==> src/rtl/fractionned_divider.sv <==
// Purpose : iterative 32-bit restoring divider (quotient + remainder), one quotient bit per clock.
// Latency : output_valid high after the 34th edge following the first edge that samples enable high.
// Backpr. : enable is a level request; dropping it aborts, and in DONE it releases the result.
//
// Ports:
//   clock, reset_n        single clock, asynchronous active-low reset
//   input_a / input_b     dividend / divisor, sampled only in LOAD
//   signed_a / signed_b   per-operand two's-complement select (FRAC_DIV_SIGNED_EN builds only)
//   enable                request, held high for the whole operation
//   output_quotient       quotient, updated only in FIX
//   output_remainder      remainder, updated only in FIX
//   output_valid          high in DONE until enable drops
//
// Optional feature macro: FRAC_DIV_SIGNED_EN enables signed operand handling.
// Without it, signed_a/signed_b are ignored and every operand is unsigned.

module fractionned_divider (
    input  logic        clock,
    input  logic        reset_n,
    input  logic [31:0] input_a,
    input  logic [31:0] input_b,
    input  logic        signed_a,
    input  logic        signed_b,
    input  logic        enable,
    output logic [31:0] output_quotient,
    output logic [31:0] output_remainder,
    output logic        output_valid
);

    typedef enum logic [2:0] {
        S_IDLE = 3'd0,
        S_LOAD = 3'd1,
        S_ITER = 3'd2,
        S_FIX  = 3'd3,
        S_DONE = 3'd4
    } state_t;

    state_t      state;
    state_t      state_nxt;

    logic        load_en;
    logic        iter_en;
    logic        fix_en;

    // {remainder, quotient}: the dividend shifts up out of the low half
    // while quotient bits fill in behind it.
    logic [63:0] acc;
    logic [31:0] dvsr;
    logic [4:0]  iter_cnt;

    logic [31:0] a_mag;
    logic [31:0] b_mag;

    logic [32:0] trial_hi;
    logic [33:0] trial_diff;
    logic        no_borrow;
    logic [63:0] acc_shifted;
    logic        unused_diff_bit;

    logic [31:0] quo_final;
    logic [31:0] rem_final;

`ifdef FRAC_DIV_SIGNED_EN
    logic        a_neg;
    logic        b_neg;
    logic        quo_neg;
    logic        rem_neg;
    logic        div_zero;
`else
    logic        unused_sign_sel;
    assign unused_sign_sel = signed_a ^ signed_b;
`endif

    // ------------------------------------------------------------------
    // FSM: state register
    // ------------------------------------------------------------------
    always_ff @(posedge clock or negedge reset_n) begin
        if (!reset_n) begin
            state <= S_IDLE;
        end else begin
            state <= state_nxt;
        end
    end

    // ------------------------------------------------------------------
    // FSM: next state. Any loss of enable before DONE abandons the divide.
    // ------------------------------------------------------------------
    always_comb begin
        state_nxt = state;
        case (state)
            S_IDLE: if (enable) state_nxt = S_LOAD;
            S_LOAD: state_nxt = enable ? S_ITER : S_IDLE;
            S_ITER: begin
                if (!enable) begin
                    state_nxt = S_IDLE;
                end else if (iter_cnt == 5'd31) begin
                    state_nxt = S_FIX;
                end
            end
            S_FIX:  state_nxt = enable ? S_DONE : S_IDLE;
            S_DONE: if (!enable) state_nxt = S_IDLE;
            default: state_nxt = S_IDLE;
        endcase
    end

    // ------------------------------------------------------------------
    // FSM: outputs / datapath strobes
    // ------------------------------------------------------------------
    always_comb begin
        load_en      = (state == S_LOAD) && enable;
        iter_en      = (state == S_ITER) && enable;
        fix_en       = (state == S_FIX)  && enable;
        output_valid = (state == S_DONE);
    end

    // ------------------------------------------------------------------
    // Operand conditioning
    // ------------------------------------------------------------------
`ifdef FRAC_DIV_SIGNED_EN
    always_comb begin
        a_neg = signed_a & input_a[31];
        b_neg = signed_b & input_b[31];
        // 0x80000000 maps onto itself, which is the correct unsigned magnitude.
        a_mag = a_neg ? (32'd0 - input_a) : input_a;
        b_mag = b_neg ? (32'd0 - input_b) : input_b;
    end
`else
    always_comb begin
        a_mag = input_a;
        b_mag = input_b;
    end
`endif

    // ------------------------------------------------------------------
    // One restoring step. The partial remainder is always below the
    // divisor, so after a successful subtract it fits back in 32 bits.
    // ------------------------------------------------------------------
    always_comb begin
        trial_hi        = acc[63:31];
        trial_diff      = {1'b0, trial_hi} - {2'b00, dvsr};
        no_borrow       = ~trial_diff[33];
        unused_diff_bit = trial_diff[32];
        if (no_borrow) begin
            acc_shifted = {trial_diff[31:0], acc[30:0], 1'b1};
        end else begin
            acc_shifted = {acc[62:0], 1'b0};
        end
    end

    // ------------------------------------------------------------------
    // Final sign correction. A zero divisor leaves the all-ones quotient
    // unsigned, and the remainder comes back as the original dividend.
    // ------------------------------------------------------------------
`ifdef FRAC_DIV_SIGNED_EN
    always_comb begin
        quo_final = (quo_neg && !div_zero) ? (32'd0 - acc[31:0]) : acc[31:0];
        rem_final = rem_neg ? (32'd0 - acc[63:32]) : acc[63:32];
    end
`else
    always_comb begin
        quo_final = acc[31:0];
        rem_final = acc[63:32];
    end
`endif

    // ------------------------------------------------------------------
    // Datapath registers
    // ------------------------------------------------------------------
    always_ff @(posedge clock or negedge reset_n) begin
        if (!reset_n) begin
            acc      <= 64'd0;
            dvsr     <= 32'd0;
            iter_cnt <= 5'd0;
        end else if (load_en) begin
            acc      <= {32'd0, a_mag};
            dvsr     <= b_mag;
            iter_cnt <= 5'd0;
        end else if (iter_en) begin
            acc      <= acc_shifted;
            iter_cnt <= iter_cnt + 5'd1;
        end
    end

`ifdef FRAC_DIV_SIGNED_EN
    always_ff @(posedge clock or negedge reset_n) begin
        if (!reset_n) begin
            quo_neg  <= 1'b0;
            rem_neg  <= 1'b0;
            div_zero <= 1'b0;
        end else if (load_en) begin
            quo_neg  <= a_neg ^ b_neg;
            rem_neg  <= a_neg;
            div_zero <= (input_b == 32'd0);
        end
    end
`endif

    always_ff @(posedge clock or negedge reset_n) begin
        if (!reset_n) begin
            output_quotient  <= 32'd0;
            output_remainder <= 32'd0;
        end else if (fix_en) begin
            output_quotient  <= quo_final;
            output_remainder <= rem_final;
        end
    end

endmodule

==> config.mk <==
export PLATFORM = sky130hd
export DESIGN_NAME = fractionned_divider
export DESIGN_NICKNAME = d
export VERILOG_FILES = /design/src/rtl/fractionned_divider.sv
export SDC_FILE = /design/constraint.sdc
export NUM_CORES = 1
export LEC_CHECK = 0
export CAP_MARGIN = 10
export CORE_MARGIN = 3
export CORE_UTILIZATION = 58
export CTS_BUF_LIST = sky130_fd_sc_hd__clkbuf_4 sky130_fd_sc_hd__clkbuf_8
export DETAILED_ROUTE_END_ITERATION = 7
export DONT_BUFFER_PORTS = 1
export PLACE_DENSITY = 0.74
export SETUP_SLACK_MARGIN = 0.5
export SYNTH_ARGS = -nofsm -noshare
export SYNTH_HDL_FRONTEND = slang
export SYNTH_SLANG_ARGS = --single-unit
==> constraint.sdc <==
create_clock -name clock -period 3.4 [get_ports clock]
set_input_delay 0.68 -clock clock [delete_from_list [all_inputs] [get_ports clock]]
set_output_delay 0.68 -clock clock [all_outputs]
set_load 0.02 [all_outputs]
# After elaboration in Yosys (flattened, before gate mapping)
# Index checks and enable logic that the tools add are counted.
[classes]
n_addsub = 2
eq_ne = 8
mux = 12
n_reduce_logical = 6
[ops]
columns = ["operator", "count"]
rows = [
  ["64-bit 2-to-1 mux", 3],
  ["33-bit by 32-bit subtractor with 34-bit output", 1],
  ["3-bit 2-to-1 mux", 5],
  ["3-bit one-hot mux with 5 select lines", 1],
  ["5-bit 2-to-1 mux", 2],
  ["3-bit by 2-bit equality test with 1-bit output, second input constant", 2],
  ["5-bit by 1-bit adder with 5-bit output, second input constant", 1],
  ["5-bit equality test, second input constant", 1],
  ["2-bit != test, second input constant", 2],
  ["3-bit by 1-bit equality test with 1-bit output, second input constant", 1],
  ["3-bit equality test, second input constant", 1],
  ["1-bit logical AND", 3],
  ["3-bit zero test", 1],
  ["3-bit != test, second input constant", 1],
  ["3-bit AND reduction", 1],
  ["2-bit 2-to-1 mux", 1],
  ["2-bit nonzero test", 1],
]
[word_totals]
ff_bits = 168
inputBits = 69
out_inout_bits = 65
elab_cells = 34

# Longest topological paths before layout
# Gate-level depths: netlist of the first run.
[depth]
word_depth = 4
depth_mapped = 13
mapped_depth_nobuf = 12

# Worst setup path before layout of the first run
# Ideal clock, no wire load.
[synth_path]
path_type = "reg2reg"
start = "register acc[38]"
end = "register acc[39]"
setup_time_ns = 0.132
arrival_ns = 2.594
t_required_ns = 3.268
path_slack_ns = 0.674
stages_incl_launch_ff = 13
path_buffers = 2
synth_period_minus_slack_ns = 2.726
path_cell_list = "dfrtp_1 -> ha_1 -> a21o_1 -> a41oi_2 -> a21oi_1 -> nor3_2 -> o21a_4 -> o31ai_4 -> a211o_1 -> buf_6 -> buf_12 -> mux2i_1 -> o21ai_1"
[synth_between]
elab_chain_len = 4
[synth_lines]
columns = ["element", "line_no", "source"]
rows = [
  ["start: declaration", "47", "logic [63:0] acc;"],
  ["start signal: assignment", "175", "acc <= {32'd0, a_mag};"],
  ["start signal: assignment", "179", "acc <= acc_shifted;"],
  ["33-bit by 32-bit subtractor with 34-bit output", "140", "trial_diff = {1'b0, trial_hi} - {2'b00, dvsr};"],
  ["64-bit 2-to-1 mux (*)", "143", "if (no_borrow) begin"],
  ["64-bit 2-to-1 mux (*)", "178", "end else if (iter_en) begin"],
  ["64-bit 2-to-1 mux (*)", "174", "end else if (load_en) begin"],
]
# Every way passes the cells marked *; elsewhere a longest branch is shown, timed or not. The select of a mux whose other input is x is not followed.
# A chain may end at the register's enable or synchronous reset.

# Worst setup path after layout of the first run
[layout_path]
start = "register acc[34]"
end = "register acc[55]"
[layout_between]
elab_chain_len = 4
[layout_lines]
columns = ["element", "line_no"]
rows = [
  ["33-bit by 32-bit subtractor with 34-bit output", "140"],
  ["64-bit 2-to-1 mux", "143"],
  ["64-bit 2-to-1 mux", "178"],
  ["64-bit 2-to-1 mux", "174"],
]
# Every way passes these cells. The select of a mux whose other input is x is not followed.

==> impl_metrics.env, run 1 <==
export IMPL_antenna_found_initial=0
export IMPL_final_common_cell="dfrtp_1"
export IMPL_yosys_warnings=0
export IMPL_switching_share_pct=40.7
export IMPL_final_util_pct=68.7
export IMPL_nets=901
export IMPL_critPathLaunchType="flop"
export IMPL_yosysTopAreaCell="dfrtp_1"
export IMPL_dieHeight_um=125
export IMPL_tightestPinTransition_ns=0.958
export IMPL_grtUsageTotal_pct=24.5
export IMPL_power_switching_mw=4.09
export IMPL_syn_num_nets=887
export IMPL_drtIter0Drc=362
export IMPL_p_int_mw=5.95
export IMPL_ios=134
export IMPL_p_leak_nw=4.52
export IMPL_setup_tns_ns=0
export IMPL_cts_sinks=168
export IMPL_cts_made_buffers=17
export IMPL_reg2reg_slack_ns=0.44
export IMPL_overflow=0
export IMPL_drtPass1Iterations=4
export IMPL_p_clk_share_pct=16.4
export IMPL_synth_ff_type="dfrtp_1"
export IMPL_dp_hpwl_mm=12.0
export IMPL_path_clk_slew_ns=0.09
export IMPL_core_area_sq_um=13600
export IMPL_cts_root_buf="clkbuf_8"
export IMPL_ant_nets=0
export IMPL_post_synth_top_area_fraction_pct=51.1
export IMPL_final_cell_mix="168 x dfrtp_1, 141 x nand2_1, 62 x mux2_2, 49 x o21ai_0, 38 x inv_1"
export IMPL_required_ns=3.75
export IMPL_cts_tree="yes"
export IMPL_synthCells=783
export IMPL_cp_max_fo=4
export IMPL_critical_path_class="flop to flop"
export IMPL_ys_types=56
export IMPL_end_kind="flop"
export IMPL_max_freq_mhz=338
export IMPL_async_flop_share_pct=100
export IMPL_h_tree_depth=4
export IMPL_numPortBuffers=0
export IMPL_n_antenna_cell=0
export IMPL_violations="hold timing"
export IMPL_hp_class="primary input to async pin"
export IMPL_finalHoldViolations=168
export IMPL_die_area_sq_um=15700
export IMPL_crit_arrival_ns=3.31
export IMPL_clk_path_buf_depth=2
export IMPL_ys_seq_area_share_pct=51.1
export IMPL_hold_ws_ns=-0.0872
export IMPL_syn_to_final_growth_pct=13.2
export IMPL_fin_skew_ns=0.00914
export IMPL_drc=0
export IMPL_die_w_um=125
export IMPL_grt_setup_unrepaired="yes"
export IMPL_via_count=5948
export IMPL_initial_utilization_pct=60.7
export IMPL_wl_mm=19.0
export IMPL_powerDensity_nw_per_um2=1080
export IMPL_period_share_pct=87.1
export IMPL_layout_drive_gt1_share_pct=20.4
export IMPL_slew_headroom_pct=36.1
export IMPL_vias_per_cell=6.04
export IMPL_pwr_share_comb_pct=47.0
export IMPL_p_seq_share_pct=36.5
export IMPL_insertion_delay_ns=0.46
export IMPL_vdd_drop_max_mv=0.491
export IMPL_grt_pass1_wl_mm=31.2
export IMPL_row_count=42
export IMPL_fin_crit_ns=2.96
export IMPL_num_fill_cells=993
export IMPL_max_cap_violations=0
export IMPL_synth_enable_flop_cells=0
export IMPL_yosys_register_bits=168
export IMPL_synth_top_cells_by_area="dfrtp_1 51%, mux2_2 8.5%, nand2_1 6.5%"
export IMPL_finalWeightedCongestion=0.898
export IMPL_grt_max_degree=169
export IMPL_syn_area_sq_um=8230
export IMPL_avgSynthCellArea_sq_um=10.5
export IMPL_run_status="complete, but fails checks"
export IMPL_post_drt_wl_per_cell_um=19.3
export IMPL_drv_slew=0
export IMPL_setup_viol=0
export IMPL_grt_pass1_vias=6236
[flip-flops by register name (all words and copies together) (netlist names)]
register          cells
acc                  64
output_remainder     32
output_quotient      32
dvsr                 32
iter_cnt              5
state                 3
[synthesized netlist by cell type (all sizes together) (4+ instances only)]
cell type	instances
dfrtp	168
nand2	142
o21ai	76
mux2	62
inv	39
a21oi	34
ha	34
a22oi	33
clkbuf	25
mux2i	22
xnor2	17
nor2	16
a21o	14
buf	11
xor2	11
nand3	10
a32oi	7
nor2b	4
o21a	4
[through the flow]
stage	setup slack, ns	instances	cell area, sq um	total power, mW	hold slack, ns
2_1_floorplan	0.674	783	8230	6.69	0.384
3_3_place_gp	0.219	935	8420	7.31	0.391
3_5_place_dp	0.158	935	8420	7.52	0.389
4_1_cts	0.481	976	9070	9.52	-0.121
5_1_grt	0.314	985	9320	10.7	-0.128
6_report	0.440	985	9320	10.0	-0.0872
[final cells by class]
cell class	instances	area (sq um)	share of cell area, %
clock inverter	10	191	2.05
sequential	168	4200	45.1
multi-input combinational	540	3970	42.6
tap	176	220	2.36
timing repair buffer	31	313	3.36
inverter	39	146	1.57
clock buffer	21	277	2.97
[power by group through the flow]
stage	clock (mW)	sequential, mW	combinational (mW)
floorplan	0	3.50	3.19
global placement	0	3.66	3.65
detailed placement	0	3.70	3.82
CTS	1.68	3.66	4.18
global route	1.76	3.77	5.16
finish	1.65	3.67	4.72
[logic make-up after synthesis]
logic type | Yosys count | synth area share, %
mux | 84 | 11.2
simple gates | 197 | 10.2
buf+inv | 75 | 3.95
compound gates | 196 | 15.3
xor+xnor | 28 | 2.98
flops | 168 | 51.1
fa+ha+maj | 35 | 5.41
[repair_timing]
action	CTS	global route
gates cloned	1	2
endpoints found under the setup margin	32	31
resized for setup	21	32
setup buffers	9	7
hold endpoints to repair	168	168
pin swaps	11	18
[worst max-delay path: stages, from the launching register on]
cell and delay, ns:
dfrtp_1 0.43, ha_1 0.38, o21a_1 0.13, o31a_1 0.13, o211a_1 0.30, o211ai_1 0.33, a211oi_2 0.16, or4b_4 0.58
o311ai_4 0.08, xor2_1 0.22, o21ai_1 0.10
[worst paths after layout]
kind | from | to | cells past startpoint
min in group clock | enable | state[2] | 2
max in group asynchronous | reset_n | acc[61] | 0
min reg2reg | dvsr[0] | dvsr[0] | 2
max | acc[34] | acc[55] | 10
min | reset_n | output_remainder[7] | 0
max reg2reg | acc[34] | acc[55] | 10
[routing by layer]
layer	vias up	track usage, %	wire [um]	share of wire (%)
li1	2774	-	-	-
met1	2935	30.1	7750	41
met2	199	40.1	9280	49
met3	40	8.14	1460	7.7
met4	0	9.82	478	2.5
met5	-	0	0	0
No activity file was read; power rests on OpenSTA's default activity.
==> inputs of run 2 (changes only) <==
--- a/config.mk
+++ b/config.mk
@@ -5,6 +5,7 @@
 export SDC_FILE = /design/constraint.sdc
 export NUM_CORES = 1
 export LEC_CHECK = 0
+export ABC_AREA = 1
 export CAP_MARGIN = 10
 export CORE_MARGIN = 3
 export CORE_UTILIZATION = 58
==> run 2 against run 1 <==
  * The run still ends with hold timing left
  * Sequential cell count unchanged
  * Count of clock-buffer cells in the layout grew 1
  * Core utilization down 6.2 points
  * Register-to-register slack improved by 0.37 ns
  * Hold slack worse by 0.022 ns
  * Cell count up 51%
  * Wire length rose by 16%
  * Die area is 14% higher
  * Total power fell by 24%
  * Synthesized area up 15%
  * Sequential power fell by 12%
  * Critical endpoint is now acc[28]
==> impl_metrics.env, run 2 <==
export IMPL_run_status="complete, but fails checks"
export IMPL_violations="hold timing"
export IMPL_crit_end="acc[28]"
export IMPL_yosysTopAreaCell="dfrtp_1"
export IMPL_finalWeightedCongestion=0.937
export IMPL_finalHoldViolations=168
export IMPL_slew_headroom_pct=28.4
export IMPL_insertion_delay_ns=0.48
export IMPL_drv_slew=0
export IMPL_cts_sinks=168
export IMPL_required_ns=3.77
export IMPL_p_leak_nw=5.43
export IMPL_post_drt_wl_per_cell_um=14.8
export IMPL_synth_most_common_cell="nand2_1"
export IMPL_yosys_register_bits=168
export IMPL_syn_to_final_growth_pct=5.26
export IMPL_hp_class="primary input to async pin"
export IMPL_layout_drive_gt1_share_pct=6.62
export IMPL_placed_area_sq_um=9560
export IMPL_dp_hpwl_mm=15.5
export IMPL_vias_per_cell=5.23
export IMPL_syn_num_nets=1376
export IMPL_drtIter0Drc=460
export IMPL_n_antenna_cell=0
export IMPL_largest_register="acc"
export IMPL_cp_max_fo=46
export IMPL_worst_path_buf_inv=3
export IMPL_core_area_sq_um=15900
export IMPL_met1_usage_pct=37.3
export IMPL_drtPass1Iterations=6
export IMPL_clk_path_buf_depth=2
export IMPL_period_share_pct=76.2
export IMPL_cts_made_buffers=17
export IMPL_crit_cells=6
export IMPL_reg2reg_slack_ns=0.81
export IMPL_fin_area_sq_um=9970
export IMPL_stdcell_count=1484
export IMPL_met2_usage_pct=38.8
export IMPL_fin_crit_ns=2.59
export IMPL_fin_skew_ns=0.0244
export IMPL_overflow=0
export IMPL_h_tree_depth=4
export IMPL_nets=1359
export IMPL_cp_common_cell="inv_2"
export IMPL_syn_area_sq_um=9470
export IMPL_die_area_sq_um=17900
export IMPL_grt_pass1_wl_mm=36.9
export IMPL_cts_root_buf="clkbuf_8"
export IMPL_grt_setup_unrepaired="no"
export IMPL_synthCells=1272
export IMPL_cp_cell_sequence="inv_1 -> nand3_1 -> inv_2 -> nor2_2 -> inv_2 -> o221ai_1"
export IMPL_end_kind="flop"
export IMPL_critPathLaunchType="flop"
export IMPL_path_clk_slew_ns=0.11
export IMPL_largest_reg_flops=64
export IMPL_numPortBuffers=0
export IMPL_async_flop_share_pct=100
export IMPL_ant_nets=0
export IMPL_dp_cells=1449
export IMPL_cts_tree="yes"
export IMPL_via_count=7763
export IMPL_grtUsageTotal_pct=25.3
export IMPL_post_synth_top_area_fraction_pct=44.4
export IMPL_drc=0
export IMPL_grt_pass1_vias=7420
export IMPL_crit_start="state[1]"
export IMPL_rr_worst_depth=6
export IMPL_ys_types=37
export IMPL_critical_path_class="flop to flop"
export IMPL_dieHeight_um=134
export IMPL_synth_enable_flop_cells=0
export IMPL_max_stage_delay_ns=0.82
export IMPL_hold_ws_ns=-0.109
export IMPL_row_count=46
export IMPL_r2r_end="acc[28]"
export IMPL_critPathSlowestCell="nor2_2"
export IMPL_grt_max_degree=169
export IMPL_antenna_found_initial=0
export IMPL_synth_ff_type="dfrtp_1"
export IMPL_avgSynthCellArea_sq_um=7.45
export IMPL_max_cap_violations=0
export IMPL_powerDensity_nw_per_um2=762
export IMPL_wl_mm=21.9
export IMPL_use_met3_pct=5.44
export IMPL_final_common_cell="nand2_1"
export IMPL_die_w_um=134
export IMPL_ys_seq_area_share_pct=44.4
export IMPL_critical_path_top_delay_family="simple AND/OR/NAND/NOR gates"
export IMPL_tightestPinTransition_ns=1.07
export IMPL_synth_top_cells_by_area="dfrtp_1 44%, nand2_1 18%, inv_1 8.3%"
export IMPL_setup_viol=0
export IMPL_synth_commonest_cells="444 x nand2_1, 210 x inv_1, 168 x dfrtp_1"
export IMPL_crit_arrival_ns=2.96
export IMPL_setup_tns_ns=0
export IMPL_ios=134
export IMPL_grt_busiest_layer="met2"
export IMPL_yosys_warnings=0
export IMPL_initial_utilization_pct=59.4
export IMPL_vdd_drop_max_mv=0.466
export IMPL_r2r_start="state[1]"
export IMPL_final_cell_mix="444 x nand2_1, 210 x inv_1, 168 x dfrtp_1, 98 x o21ai_0, 82 x nand3_1"
export IMPL_max_freq_mhz=386
-- run 2: worst min path at each step --
stage | slack (ns) | cells after the start | startpoint | endpoint
floorplan | 0.38 | 0 | reset_n | acc[0]
global placement | 0.39 | 0 | reset_n | output_remainder[16]
detailed placement | 0.39 | 0 | reset_n | output_remainder[16]
CTS | -0.13 | 0 | reset_n | acc[51]
global route | -0.14 | 0 | reset_n | acc[51]
finish | -0.11 | 0 | reset_n | output_remainder[19]
-- run 2: per-stage QoR --
step / power, mW / worst slack (ns) / utilization [%]
after CTS: 7.63 / 0.654 / 62.3
after global routing: 8.25 / 0.577 / 62.5
after global placement: 6.16 / 0.567 / 60.0
after detailed placement: 6.24 / 0.401 / 60.0
after floorplan: 5.53 / 1.45 / -
final: 7.59 / 0.811 / 62.5
-- run 2: metal layers --
layer | up-vias | wire [um]
met1 | 3632 | 10500
met4 | 0 | 275
met2 | 160 | 9940
li1 | 3946 | -
met5 | - | 0
met3 | 25 | 1220
-- run 2: power by group --
group	internal, mW	switching, mW	leakage, nW	total, mW
clock network	0.593	0.784	0.187	1.38
registers	2.65	0.592	2.21	3.24
logic	1.00	1.97	3.03	2.97
total	4.24	3.35	5.43	7.59
-- run 2: repair_timing --
item                       in CTS  in global routing
hold endpoints to repair      168                168
setup endpoints to repair       0                  4
setup buffers                   0                  3
gates resized for setup         0                  0
-- run 2: cell families after synthesis --
logic type,after synthesis,synth area share (%)
AOI/OAI and AO/OA,166,10.2
xor gates and xnor gates,14,1.29
adders and majority gates,35,4.70
buffers and inverters,266,11.3
DFF,168,44.4
muxes,3,0.357
and+or+nand+nor,620,27.7
-- run 2: final cells by class --
| type | count | area, sq um |
|---|---|---|
| repair buffers | 9 | 80.1 |
| inverters | 221 | 830 |
| clock inverters | 10 | 85.1 |
| fillers | 1521 | 5970 |
| well taps | 216 | 270 |
| clock buffers | 22 | 290 |
| flip-flops and latches | 168 | 4200 |
| multi-input cells | 838 | 4210 |
==> inputs of run 3 (changes only) <==
--- a/config.mk
+++ b/config.mk
@@ -12,7 +12,7 @@
 export CTS_BUF_LIST = sky130_fd_sc_hd__clkbuf_4 sky130_fd_sc_hd__clkbuf_8
 export DETAILED_ROUTE_END_ITERATION = 7
 export DONT_BUFFER_PORTS = 1
-export PLACE_DENSITY = 0.74
+export PLACE_DENSITY = 0.76
 export SETUP_SLACK_MARGIN = 0.5
 export SYNTH_ARGS = -nofsm -noshare
 export SYNTH_HDL_FRONTEND = slang
==> constraint.sdc (replaced) <==
create_clock -name clock -period 2.16 [get_ports clock]
set_input_delay 0.432 -clock clock [delete_from_list [all_inputs] [get_ports clock]]
set_output_delay 0.432 -clock clock [all_outputs]
set_load 0.02 [all_outputs]
==> run 3 against run 2 <==
  * The run still ends with hold timing left
  * Count of clock-buffer cells in the layout shrank 4
  * Cell count is 5.3% higher
  * Final area is 19% higher
  * Critical path depth up 8
  * Sequential power grew 58%
  * Combinational power rose by 130%
  * Via count up 9.5%
  * Maximum frequency is 23% higher
  * Total power grew 91%
  * Sequential cell count did not move
  * Setup slack worse by 0.75 ns
  * Critical path type unchanged
  * Largest power group is now combinational logic
==> impl_metrics.env, run 3 (same netlist as run 2, synthesis figures left out) <==
export IMPL_run_status="complete, but fails checks"
export IMPL_violations="hold timing"
export IMPL_grt_pass1_wl_mm=38.6
export IMPL_max_stage_delay_ns=0.45
export IMPL_n_antenna_cell=0
export IMPL_vias_per_cell=5.44
export IMPL_r2r_end="acc[33]"
export IMPL_row_count=46
export IMPL_critical_path_top_delay_family="simple AND/OR/NAND/NOR gates"
export IMPL_setup_viol=0
export IMPL_crit_arrival_ns=2.50
export IMPL_max_cap_violations=0
export IMPL_critPathLaunchType="flop"
export IMPL_final_util_pct=74.3
export IMPL_clk_path_buf_depth=2
export IMPL_cp_cell_sequence="ha_4 -> nand2_2 -> nand2_2 -> nand2_1 -> nand3_2 -> a21oi_4 -> nor2_4 -> nor2_4 -> buf_12 -> nand2_8 -> clkbuf_16 -> nand2_2 -> nand3_1 -> o21ai_1"
export IMPL_power_switching_mw=6.35
export IMPL_grt_pass1_vias=8182
export IMPL_cts_made_buffers=17
export IMPL_h_tree_depth=4
export IMPL_p_int_mw=8.14
export IMPL_sequential_cell_area_sq_um=4210
export IMPL_fin_skew_ns=0.0161
export IMPL_reg2reg_slack_ns=0.06
export IMPL_dieHeight_um=134
export IMPL_drc=0
export IMPL_die_area_sq_um=17900
export IMPL_multi_input_area_sq_um=5220
export IMPL_drtPass1Iterations=5
export IMPL_grtUsageTotal_pct=26.4
export IMPL_cts_tree="yes"
export IMPL_nets=1438
export IMPL_pre_cts_slack_ns=0.0805
export IMPL_fin_crit_ns=2.10
export IMPL_grt_max_degree=169
export IMPL_hold_ws_ns=-0.351
export IMPL_end_kind="flop"
export IMPL_finalWeightedCongestion=0.956
export IMPL_p_leak_nw=6.16
export IMPL_num_fill_cells=1168
export IMPL_wl_mm=25.0
export IMPL_core_area_sq_um=15900
export IMPL_largest_reg_flops=64
export IMPL_post_drt_wl_per_cell_um=16.0
export IMPL_switching_share_pct=43.8
export IMPL_slew_headroom_pct=76.0
export IMPL_cp_max_fo=8
export IMPL_ant_nets=0
export IMPL_overflow=0
export IMPL_pwr_share_comb_pct=47.7
export IMPL_final_common_cell="nand2_1"
export IMPL_die_w_um=134
export IMPL_drv_slew=0
export IMPL_initial_utilization_pct=59.4
export IMPL_vdd_drop_max_mv=0.638
export IMPL_r2r_start="acc[53]"
export IMPL_critical_path_class="flop to flop"
export IMPL_ios=134
export IMPL_drtIter0Drc=549
export IMPL_cts_root_buf="clkbuf_8"
export IMPL_antenna_found_initial=0
export IMPL_tightestPinTransition_ns=0.361
export IMPL_path_clk_slew_ns=0.10
export IMPL_setup_ws_ns=0.0569
export IMPL_syn_to_final_growth_pct=25.0
export IMPL_insertion_delay_ns=0.47
export IMPL_p_clk_share_pct=17.0
export IMPL_dp_hpwl_mm=16.2
export IMPL_rr_worst_depth=14
export IMPL_hp_class="primary input to async pin"
export IMPL_worst_path_buf_inv=2
export IMPL_cts_sinks=168
export IMPL_final_cell_mix="380 x nand2_1, 188 x inv_1, 167 x dfrtp_1, 96 x o21ai_0, 69 x buf_4"
export IMPL_max_freq_mhz=475
export IMPL_layout_drive_gt1_share_pct=25.5
export IMPL_required_ns=2.56
export IMPL_numPortBuffers=0
export IMPL_powerDensity_nw_per_um2=1220
export IMPL_largest_register="acc"
export IMPL_p_seq_share_pct=35.4
export IMPL_period_share_pct=97.4
export IMPL_critPathSlowestCell="dfrtp_1"
export IMPL_finalHoldViolations=168
export IMPL_via_count=8500
export IMPL_grt_setup_unrepaired="yes"
export IMPL_cp_common_cell="nand2_2"
-- run 3: through the flow --
stage | cell area, sq um | setup TNS, ns | power (mW) | cells
floorplan | 9870 | 0 | 9.25 | 1272
global placement | 10100 | 0 | 10.4 | 1463
detailed placement | 10100 | 0 | 10.5 | 1463
CTS | 11200 | 0 | 13.6 | 1541
global route | 11800 | -0.561 | 15.5 | 1562
finish | 11800 | 0 | 14.5 | 1562
-- run 3: per-layer routing --
layer,vias up,GRT usage [%],wire (um)
met2,273,44.8,12300
met4,0,10.0,727
met5,-,0,0
met1,4058,34.1,10600
met3,58,4.61,1330
li1,4111,-,-
-- run 3: timing repair --
action,4_1_cts,5_1_grt
endpoints found under the hold margin,168,168
endpoints found under the setup margin,72,87
gates resized for setup,64,112
pin swaps,22,73
gates cloned,1,3
setup buffers,46,18
-- run 3: power by group through the flow --
stage | Combinational (mW) | Clock (mW) | Sequential [mW]
6_report | 6.91 | 2.46 | 5.13
5_1_grt | 7.60 | 2.62 | 5.24
3_3_place_gp | 5.21 | 0 | 5.15
3_5_place_dp | 5.32 | 0 | 5.18
2_1_floorplan | 4.19 | 0 | 5.06
4_1_cts | 6.04 | 2.48 | 5.13
-- run 3: final cells by class --
type	count	area share, %
Multi-Input combinational cell	838	44.1
Sequential cell	168	35.5
Timing Repair Buffer	88	7.40
Inverter	221	7.05
Tap cell	216	2.28
Clock buffer	18	2.04
Clock inverter	13	1.61
-- run 3: worst max-delay path by stage --
stage	start	endpoint	slack [ns]	cells after the start
after floorplan	acc[31]	acc[62]	0.36	15
final	acc[53]	acc[33]	0.06	14
after detailed placement	acc[40]	acc[51]	0.08	13
after global placement	acc[44]	acc[58]	0.1	13
after global routing	acc[38]	acc[50]	-0.05	12
after CTS	dvsr[0]	acc[46]	0.15	13
